--- config.mk ---
export PLATFORM = sky130hd
export DESIGN_NAME = sc_decoder
export DESIGN_NICKNAME = d
export VERILOG_FILES = /design/src/rtl/sc_pkg.sv /design/src/rtl/sc_popcount.sv /design/src/rtl/sc_decoder.sv
export SDC_FILE = /design/constraint.sdc
export NUM_CORES = 1
export LEC_CHECK = 0
export ABC_CLOCK_PERIOD_IN_PS = 3200
export CORE_ASPECT_RATIO = 0.6
export CORE_UTILIZATION = 23
export CTS_CLUSTER_DIAMETER = 40
export CTS_CLUSTER_SIZE = 12
export DETAILED_ROUTE_END_ITERATION = 10
export PLACE_DENSITY_LB_ADDON = 0.15
export SYNTH_ARGS = -nofsm -noshare
export SYNTH_HDL_FRONTEND = slang
export SYNTH_SLANG_ARGS = --single-unit
--- constraint.sdc ---
create_clock -name iClk -period 3.2 [get_ports iClk]
set_input_delay 0.48 -clock iClk [delete_from_list [all_inputs] [get_ports iClk]]
set_output_delay 0.48 -clock iClk [all_outputs]
set_load 0.02 [all_outputs]
--- src/rtl/sc_pkg.sv ---
// ============================================================================
// sc_pkg : shared types and reconstruction helpers for the SC decoder family
// Revision: 1.0
// ============================================================================
`default_nettype none

package sc_pkg;

  typedef enum logic [1:0] {
    IDLE    = 2'd0,
    COUNT   = 2'd1,
    CONVERT = 2'd2,
    DONE    = 2'd3
  } sc_state_e;

  function automatic int sc_lenbits(input int t);
    return $clog2(t);
  endfunction

  function automatic bit sc_is_pow2(input int v);
    return (v > 0) && ((v & (v - 1)) == 0);
  endfunction

  // Rounded inverse of the SNG mapping: u = round(count * 2^quant / t), q = u - 2^(quant-1).
  function automatic int sc_recon(input int count, input int t, input int quant);
    longint u;
    u = ((longint'(count) << quant) + longint'(t / 2)) >> sc_lenbits(t);
    return int'(u) - (1 << (quant - 1));
  endfunction

endpackage

`default_nettype wire

--- src/rtl/sc_popcount.sv ---
// ============================================================================
// sc_popcount : combinational binary adder tree counting set bits of iBits
// Revision: 1.0
// ============================================================================
`default_nettype none

module sc_popcount #(
  parameter int WIDTH = 8
) (
  input  logic [WIDTH-1:0]               iBits,
  output logic [$clog2(WIDTH+1)-1:0]     oOnes
);

  localparam int OW     = $clog2(WIDTH + 1);
  localparam int LEVELS = $clog2(WIDTH);
  localparam int NP     = 1 << LEVELS;

  // Heap-ordered tree: node k sums children 2k+1 and 2k+2; leaves padded to a power of two.
  logic [OW-1:0] w_node [2*NP-1];

  for (genvar i = 0; i < NP; i++) begin : g_leaf
    if (i < WIDTH) begin : g_bit
      assign w_node[NP-1+i] = OW'(iBits[i]);
    end else begin : g_pad
      assign w_node[NP-1+i] = '0;
    end
  end

  for (genvar k = 0; k < NP - 1; k++) begin : g_sum
    assign w_node[k] = w_node[2*k+1] + w_node[2*k+2];
  end

  assign oOnes = w_node[0];

endmodule

`default_nettype wire

--- src/rtl/sc_decoder.sv ---
// ============================================================================
// sc_decoder : popcounts a parallel stochastic bitstream LANES bits per cycle
//              and converts the ones-count back to a signed quantised value
// Revision: 1.0
// ============================================================================
`default_nettype none

module sc_decoder
  import sc_pkg::*;
#(
  parameter int BITSTREAM = 64,
  parameter int QUANT     = 8,
  parameter int LANES     = 8
) (
  input  logic                             iClk,
  input  logic                             iRst_n,
  input  logic [BITSTREAM-1:0]             iBitstream,
  input  logic                             iValid,
  output logic                             oReady,
  output logic [QUANT:0]                   oData,
  output logic [$clog2(BITSTREAM+1)-1:0]   oCount,
  output logic                             oValid,
  input  logic                             iReady
);

  localparam int NCHUNK = BITSTREAM / LANES;
  localparam int LENB   = sc_lenbits(BITSTREAM);
  localparam int CNTW   = $clog2(BITSTREAM + 1);
  localparam int POPW   = $clog2(LANES + 1);
  localparam int CHW    = (NCHUNK > 1) ? $clog2(NCHUNK) : 1;
  localparam int UW     = QUANT + LENB + 2;

  if (!sc_is_pow2(BITSTREAM)) begin : g_bad_bitstream
    $error("sc_decoder: BITSTREAM must be a power of two");
  end
  if (!sc_is_pow2(LANES) || (LANES > BITSTREAM) || ((BITSTREAM % LANES) != 0)) begin : g_bad_lanes
    $error("sc_decoder: LANES must be a power of two dividing BITSTREAM");
  end

  sc_state_e               state_q, state_d;
  logic [BITSTREAM-1:0]    shreg_q, shreg_d;
  logic [CNTW-1:0]         acc_q,   acc_d;
  logic [CHW-1:0]          chunk_q, chunk_d;
  logic [CNTW-1:0]         count_q, count_d;
  logic [QUANT:0]          data_q,  data_d;
  logic                    valid_q, valid_d;

  logic [POPW-1:0]         w_ones;
  logic [UW-1:0]           w_u;
  logic [QUANT:0]          w_data;

  sc_popcount #(
    .WIDTH (LANES)
  ) u_popcount (
    .iBits (shreg_q[LANES-1:0]),
    .oOnes (w_ones)
  );

  // Widened so count == BITSTREAM yields +2^(QUANT-1) without wrapping.
  assign w_u    = ((UW'(acc_q) << QUANT) + UW'(BITSTREAM / 2)) >> LENB;
  assign w_data = (QUANT+1)'(w_u - UW'(2 ** (QUANT - 1)));

  always_comb begin
    state_d = state_q;
    shreg_d = shreg_q;
    acc_d   = acc_q;
    chunk_d = chunk_q;
    count_d = count_q;
    data_d  = data_q;
    valid_d = valid_q;
    case (state_q)
      IDLE: begin
        if (iValid) begin
          shreg_d = iBitstream;
          acc_d   = '0;
          chunk_d = '0;
          state_d = COUNT;
        end
      end
      COUNT: begin
        acc_d   = acc_q + CNTW'(w_ones);
        shreg_d = shreg_q >> LANES;
        chunk_d = chunk_q + CHW'(1);
        if (chunk_q == CHW'(NCHUNK - 1)) begin
          state_d = CONVERT;
        end
      end
      CONVERT: begin
        count_d = acc_q;
        data_d  = w_data;
        valid_d = 1'b1;
        state_d = DONE;
      end
      DONE: begin
        if (iReady) begin
          valid_d = 1'b0;
          state_d = IDLE;
        end
      end
      default: state_d = IDLE;
    endcase
  end

  always_ff @(posedge iClk) begin
    if (!iRst_n) begin
      state_q <= IDLE;
      shreg_q <= '0;
      acc_q   <= '0;
      chunk_q <= '0;
      count_q <= '0;
      data_q  <= '0;
      valid_q <= 1'b0;
    end else begin
      state_q <= state_d;
      shreg_q <= shreg_d;
      acc_q   <= acc_d;
      chunk_q <= chunk_d;
      count_q <= count_d;
      data_q  <= data_d;
      valid_q <= valid_d;
    end
  end

  assign oReady = (state_q == IDLE);
  assign oData  = data_q;
  assign oCount = count_q;
  assign oValid = valid_q;

endmodule

`default_nettype wire

Yosys cells after proc, flatten, opt, wreduce, memory -nomap -nowiden
Cells that the tools add are included.
W data, S select, Z words.

cells by class
  add/sub/neg operators = 11
  equality and inequality tests = 7
  reduce and logical (&&, ||, !) cells = 6
  muxes and demuxes = 12

operator list
  cell                     count
  $pmux W64 S2             1
  $mux W64                 1
  $add A15 B6 Y15 const B  1
  $pmux W7 S2              1
  $sub A9 B8 Y9 const B    1
  $add A1 B1 Y2            4
  $pmux W2 S4              1
  $add A7 B4 Y7            1
  $mux W7                  1
  $add A2 B2 Y3            2
  $mux W2                  3
  $ne A2 B2 Y1 const B     3
  $pmux W3 S2              1
  $add A3 B3 Y4            1
  $eq A2 B2 Y1 const B     2
  $reduce_and A2 Y1        2
  $reduce_bool A2 Y1       2
  $add A3 B1 Y3 const B    1
  $eq A3 B3 Y1 const B     1
  $mux W3                  1
  $reduce_and A3 Y1        1
  $eq A2 B1 Y1 const B     1
  $logic_not A2 Y1         1
  $pmux W1 S2              1
  $mux W1                  1

storage, ports and cells
  word-level logic and storage cells = 43
  bits of input ports = 68
  output and inout bits = 18
  register bits after elaboration = 93

Logic depth before layout (Yosys ltp)
  word-level depth = 5
  depth in mapped cells = 11
  gate-level depth less buffers = 11

Cells and area by module
Synthesis repeated with hierarchy kept, for this count alone.

unflattened totals
  cells, all modules = 411
  area, all modules = 3882.5 um^2

by module, submodules not included
  module       cells an instance  instances  area each (um^2)
  sc_decoder   393                1          3697.3
  sc_popcount  18                 1          185.2

Worst setup path after synthesis
No wires, ideal clock.

  path type = flip-flop to flip-flop
  from = register shreg_q[0]
  to = register acc_q[6]
  path slack = 79 ps
  buffers on the path = 0
  library setup time = 70 ps
  period minus slack after synthesis = 3121 ps
  cell stages (with the launch flop) = 12
  arrival = 3051 ps
  cell sequence = dfxtp_1 fa_1 inv_1 fa_1 fa_1 fa_1 inv_1 fa_1 a21o_1 a21oi_1 or3_1 a21oi_1

between the ends
  word-level cells in the longest chain between the ends = 5

RTL lines
  element                 RTL line           RTL
  start, declared         sc_decoder.sv:41   logic [BITSTREAM-1:0] shreg_q, shreg_d;
  start signal, assigned  sc_decoder.sv:115  shreg_q <= shreg_d;
  $add A1 B1 Y2           sc_popcount.sv:30  assign w_node[k] = w_node[2*k+1] + w_node[2*k+2];
  $add A2 B2 Y3           sc_popcount.sv:30
  $add A3 B3 Y4           sc_popcount.sv:30
  $add A7 B4 Y7           sc_decoder.sv:81   acc_d = acc_q + CNTW'(w_ones);
  $pmux W7 S2             sc_decoder.sv:71   case (state_q)
  end signal, assigned    sc_decoder.sv:108  acc_q <= '0;
  end signal, assigned    sc_decoder.sv:116  acc_q <= acc_d;
  end, declared           sc_decoder.sv:42   logic [CNTW-1:0] acc_q, acc_d;

Every way passes these cells.
A chain may end at the register's enable or synchronous reset.

Worst setup path in the final report
Same ends and word-level chain as after synthesis.

==> results.md <==
* Status: finished with violations
* Violated checks: setup timing
* Sequential share of the synthesized area at 0.433
* Top cell type's share of synthesized area at 0.433
* Port Buffers at 83
* Fin nets at approximately 560
* Max frequency at between 300 and 400 MHz
* Cell Area, Synth at 0.00398 mm^2
* Setup violators final at 2
* CP max stage delay at between 500 and 600 ps
* Adder-Cell Fraction of Synth Area at 0.0629
* Vias per cell at approximately 4.3
* Clock Path Buffers at 2
* Max Cap Viol at 0
* Antenna violations before repair at 0
* PwrDens at between 900 and 1000 mW/mm^2
* Cell variety after synth at 32
* Vias in the first global route at 2996
* DR DRC count at 0
* Die Ht at approximately 100 um
* Hold Buf Count CTS at 0
* Worst Path Class, Setup: flip-flop to flip-flop
* TritonCTS clock tree: done
* Total GRT Usage at 0.119
* Final Hold Vio Count at 0
* CTS buffer count at 9
* DR pass1 iterations at 4
* Final wirelength at 10300 um
* Commonest cells after routing, fill and taps aside: dfxtp_1 (85), clkdlybuf4s50_1 (82), mux2i_1 (46)
* Combinational family with the most area after synthesis: compound AO/OA/AOI/OAI gates
* Compound-cell area share of the yosys netlist at 0.199
* Via count at slightly above 3000
* Family with the most delay on the worst path: adder cells
* RSZ-0062 raised after global routing: true
* Mux contribution to synthesized area at 0.120
* Critical path cell sequence: fa_1 > inv_1 > fa_1 > fa_1 > fa_2 > inv_2 > fa_2 > a21o_1 > a21oi_2 > or3_1 > a21oi_1
* Final worst slack at -24.6 ps
* GPL Wtd Cong at 0.784
* Critical path's slowest cell: fa_1
* Die ar. at about 0.018 mm^2
* FILL cells at 1716
* CP arrival at roughly 3500 ps
* Initial drt markers at 203
* Row count at 36
* Leak at about 2.3 nW
* Fraction of the mapped netlist area in simple logic gates at 0.116
* Clock sinks at 86
* Detailed-placement wirelength estimate at ~7100 um
* Yosys warns at 0
* Synth Area per Inst at between 9 and 10 um^2
* Max H-tree Level at 3
* Top post-synthesis cells by area: dfxtp_1 (43%), mux2i_1 (12%), o211a_1 (9.1%)
* Global-route wire length before repair at 16300 um
* Maximum number of pins on one net before global-route repair at between 70 and 80
* CP Capture Type: flip-flop
* Top-Level Pins at 86
* Commonest non-fill, non-tap cell in the layout: dfxtp_1
* Max IR drop VDD at about 0.34 mV
* Final ANT Viol Nets at 0
* Ant. Diodes at 0
* Fin crit period at roughly 3200 ps
* Cells after Synth at just over 400
* Wire per inst at approximately 15 um
* Root Driver: clkbuf_16
* Crit-path max FO at 4
* Clk_lat worst skew at approximately 330 ps
* Most used cell, CP: fa_1
* Die X at between 150 and 200 um
* Relative slew slack at 0.504
* Post-route design area at between 0.005 and 0.006 mm^2
* Pwr Total at between 5 and 6 mW
* Setup_tns at -44.2 ps
* Gr ovfl total at 0
* Req. time, crit path at 3460 ps
* Starting density of the core at 0.240
* Clock skew at approximately 8.8 ps
* Area Growth Syn to Fin at 34.2%
* Tcrit/Tclk final at 1.01
* Tightest Pin Transition at roughly 720 ps
* Reg clk slew, reported paths at roughly 60 ps
* Max-slew violations at 0
* Yosys reg bits at 86
* Core area at around 0.017 mm^2
* Crit path launch type: flip-flop
* Synth Area in XOR/XNOR at 0.00440
* Buf/Inv on CP at 2
* Layout cells sized above 1 at 0.0665
* HP Class: flip-flop to flip-flop
* Top cell type by total area after synthesis: dfxtp_1
* Post-place instance area at roughly 0.0050 mm^2
## layout make-up
type                            count  area, um^2  share of cell area
Tap cell                          228         285              0.0534
Clock buffer                       13         260              0.0487
Inverter                           14        52.6             0.00984
Clock inverter                      3        90.1              0.0169
Multi-Input combinational cell    275        2020               0.378
Sequential cell                    86        1720               0.323
Timing Repair Buffer               90         907               0.170
## synth_stat cells
master / number
a211oi_1: 1
a21o_1: 1
a21oi_1: 5
a22oi_1: 13
and2_1: 3
and3_1: 1
buf_2: 8
buf_4: 14
clkbuf_1: 15
conb_1: 1
dfxtp_1: 86
fa_1: 5
ha_1: 12
inv_1: 14
mux2_4: 1
mux2i_1: 46
nand2_1: 41
nand2b_1: 3
nand3_1: 3
nand3b_1: 1
nor2_1: 23
nor2b_1: 22
o211a_1: 36
o211ai_1: 1
o21ai_0: 26
o221a_2: 1
o22ai_1: 22
o31ai_1: 1
or2_2: 1
or3_1: 2
xnor2_1: 1
xor2_1: 1
## repair_timing
item,CTS,global route
gates resized for setup,5,2
endpoints found under the setup margin,2,3
buffers inserted,0,1
pin swaps,0,1
## sequential cells by signal (all words and copies together), names as in the netlist
register / cells
chunk_q: 3
oCount: 7
state_q: 2
acc_q: 7
oData: 2
oValid: 1
shreg_q: 64
## metal layers
layer | global-route usage | part of all wire | up-vias
li1 | - | - | 1571
met5 | 0 | 0 | -
met1 | 0.184 | 0.56 | 1446
met2 | 0.153 | 0.38 | 58
met4 | 0.0265 | 0.0051 | 0
met3 | 0.0377 | 0.056 | 4
## metrics by stage
stage / setup slack [ps] / util / cells / hold WS [ps]
after global routing: -161 / 0.322 / 709 / 517
after CTS: -11.7 / 0.321 / 708 / 499
after global placement: -23.2 / 0.299 / 692 / 480
after detailed placement: -70.9 / 0.299 / 692 / 484
final: -24.6 / 0.322 / 709 / 493
after floorplan: 79.3 / - / 412 / 462
## power breakdown
part	leakage (nW)	total, mW	switching (mW)	internal (mW)
registers	0.708	1.68	0.216	1.47
logic	1.45	2.15	1.16	0.994
clock network	0.170	1.23	0.427	0.807
## logic make-up (layout without fill, tap and decap cells)
| kind of cell | Yosys count | count (layout) |
|---|---|---|
| AO/OA/AOI/OAI | 107 | 107 |
| AND/OR/NAND/NOR | 100 | 100 |
| flip-flops | 86 | 86 |
| buffers and inverters | 51 | 120 |
| multiplexers | 47 | 47 |
| adder cells (fa/ha/maj) | 17 | 17 |
| XOR/XNOR | 2 | 2 |
| other | 1 | 2 |
## worst paths after layout
kind,start,endpoint,slack [ps],cells after the start
worst min register to register,shreg_q[26],shreg_q[26],490,1
worst max register to register,shreg_q[0],acc_q[6],-20,11
worst max-delay path,shreg_q[0],acc_q[6],-20,11
worst min-delay path,shreg_q[26],shreg_q[26],490,1
## worst register-to-register path, stage by stage (launching register included)
cell     delay, ps
dfxtp_2        330
fa_1           530
inv_1           50
fa_1           490
fa_1           440
fa_2           360
inv_2           70
fa_2           200
a21o_1         130
a21oi_2         70
or3_1          350
a21oi_1        140
No activity file was read; power rests on OpenSTA's default activity.
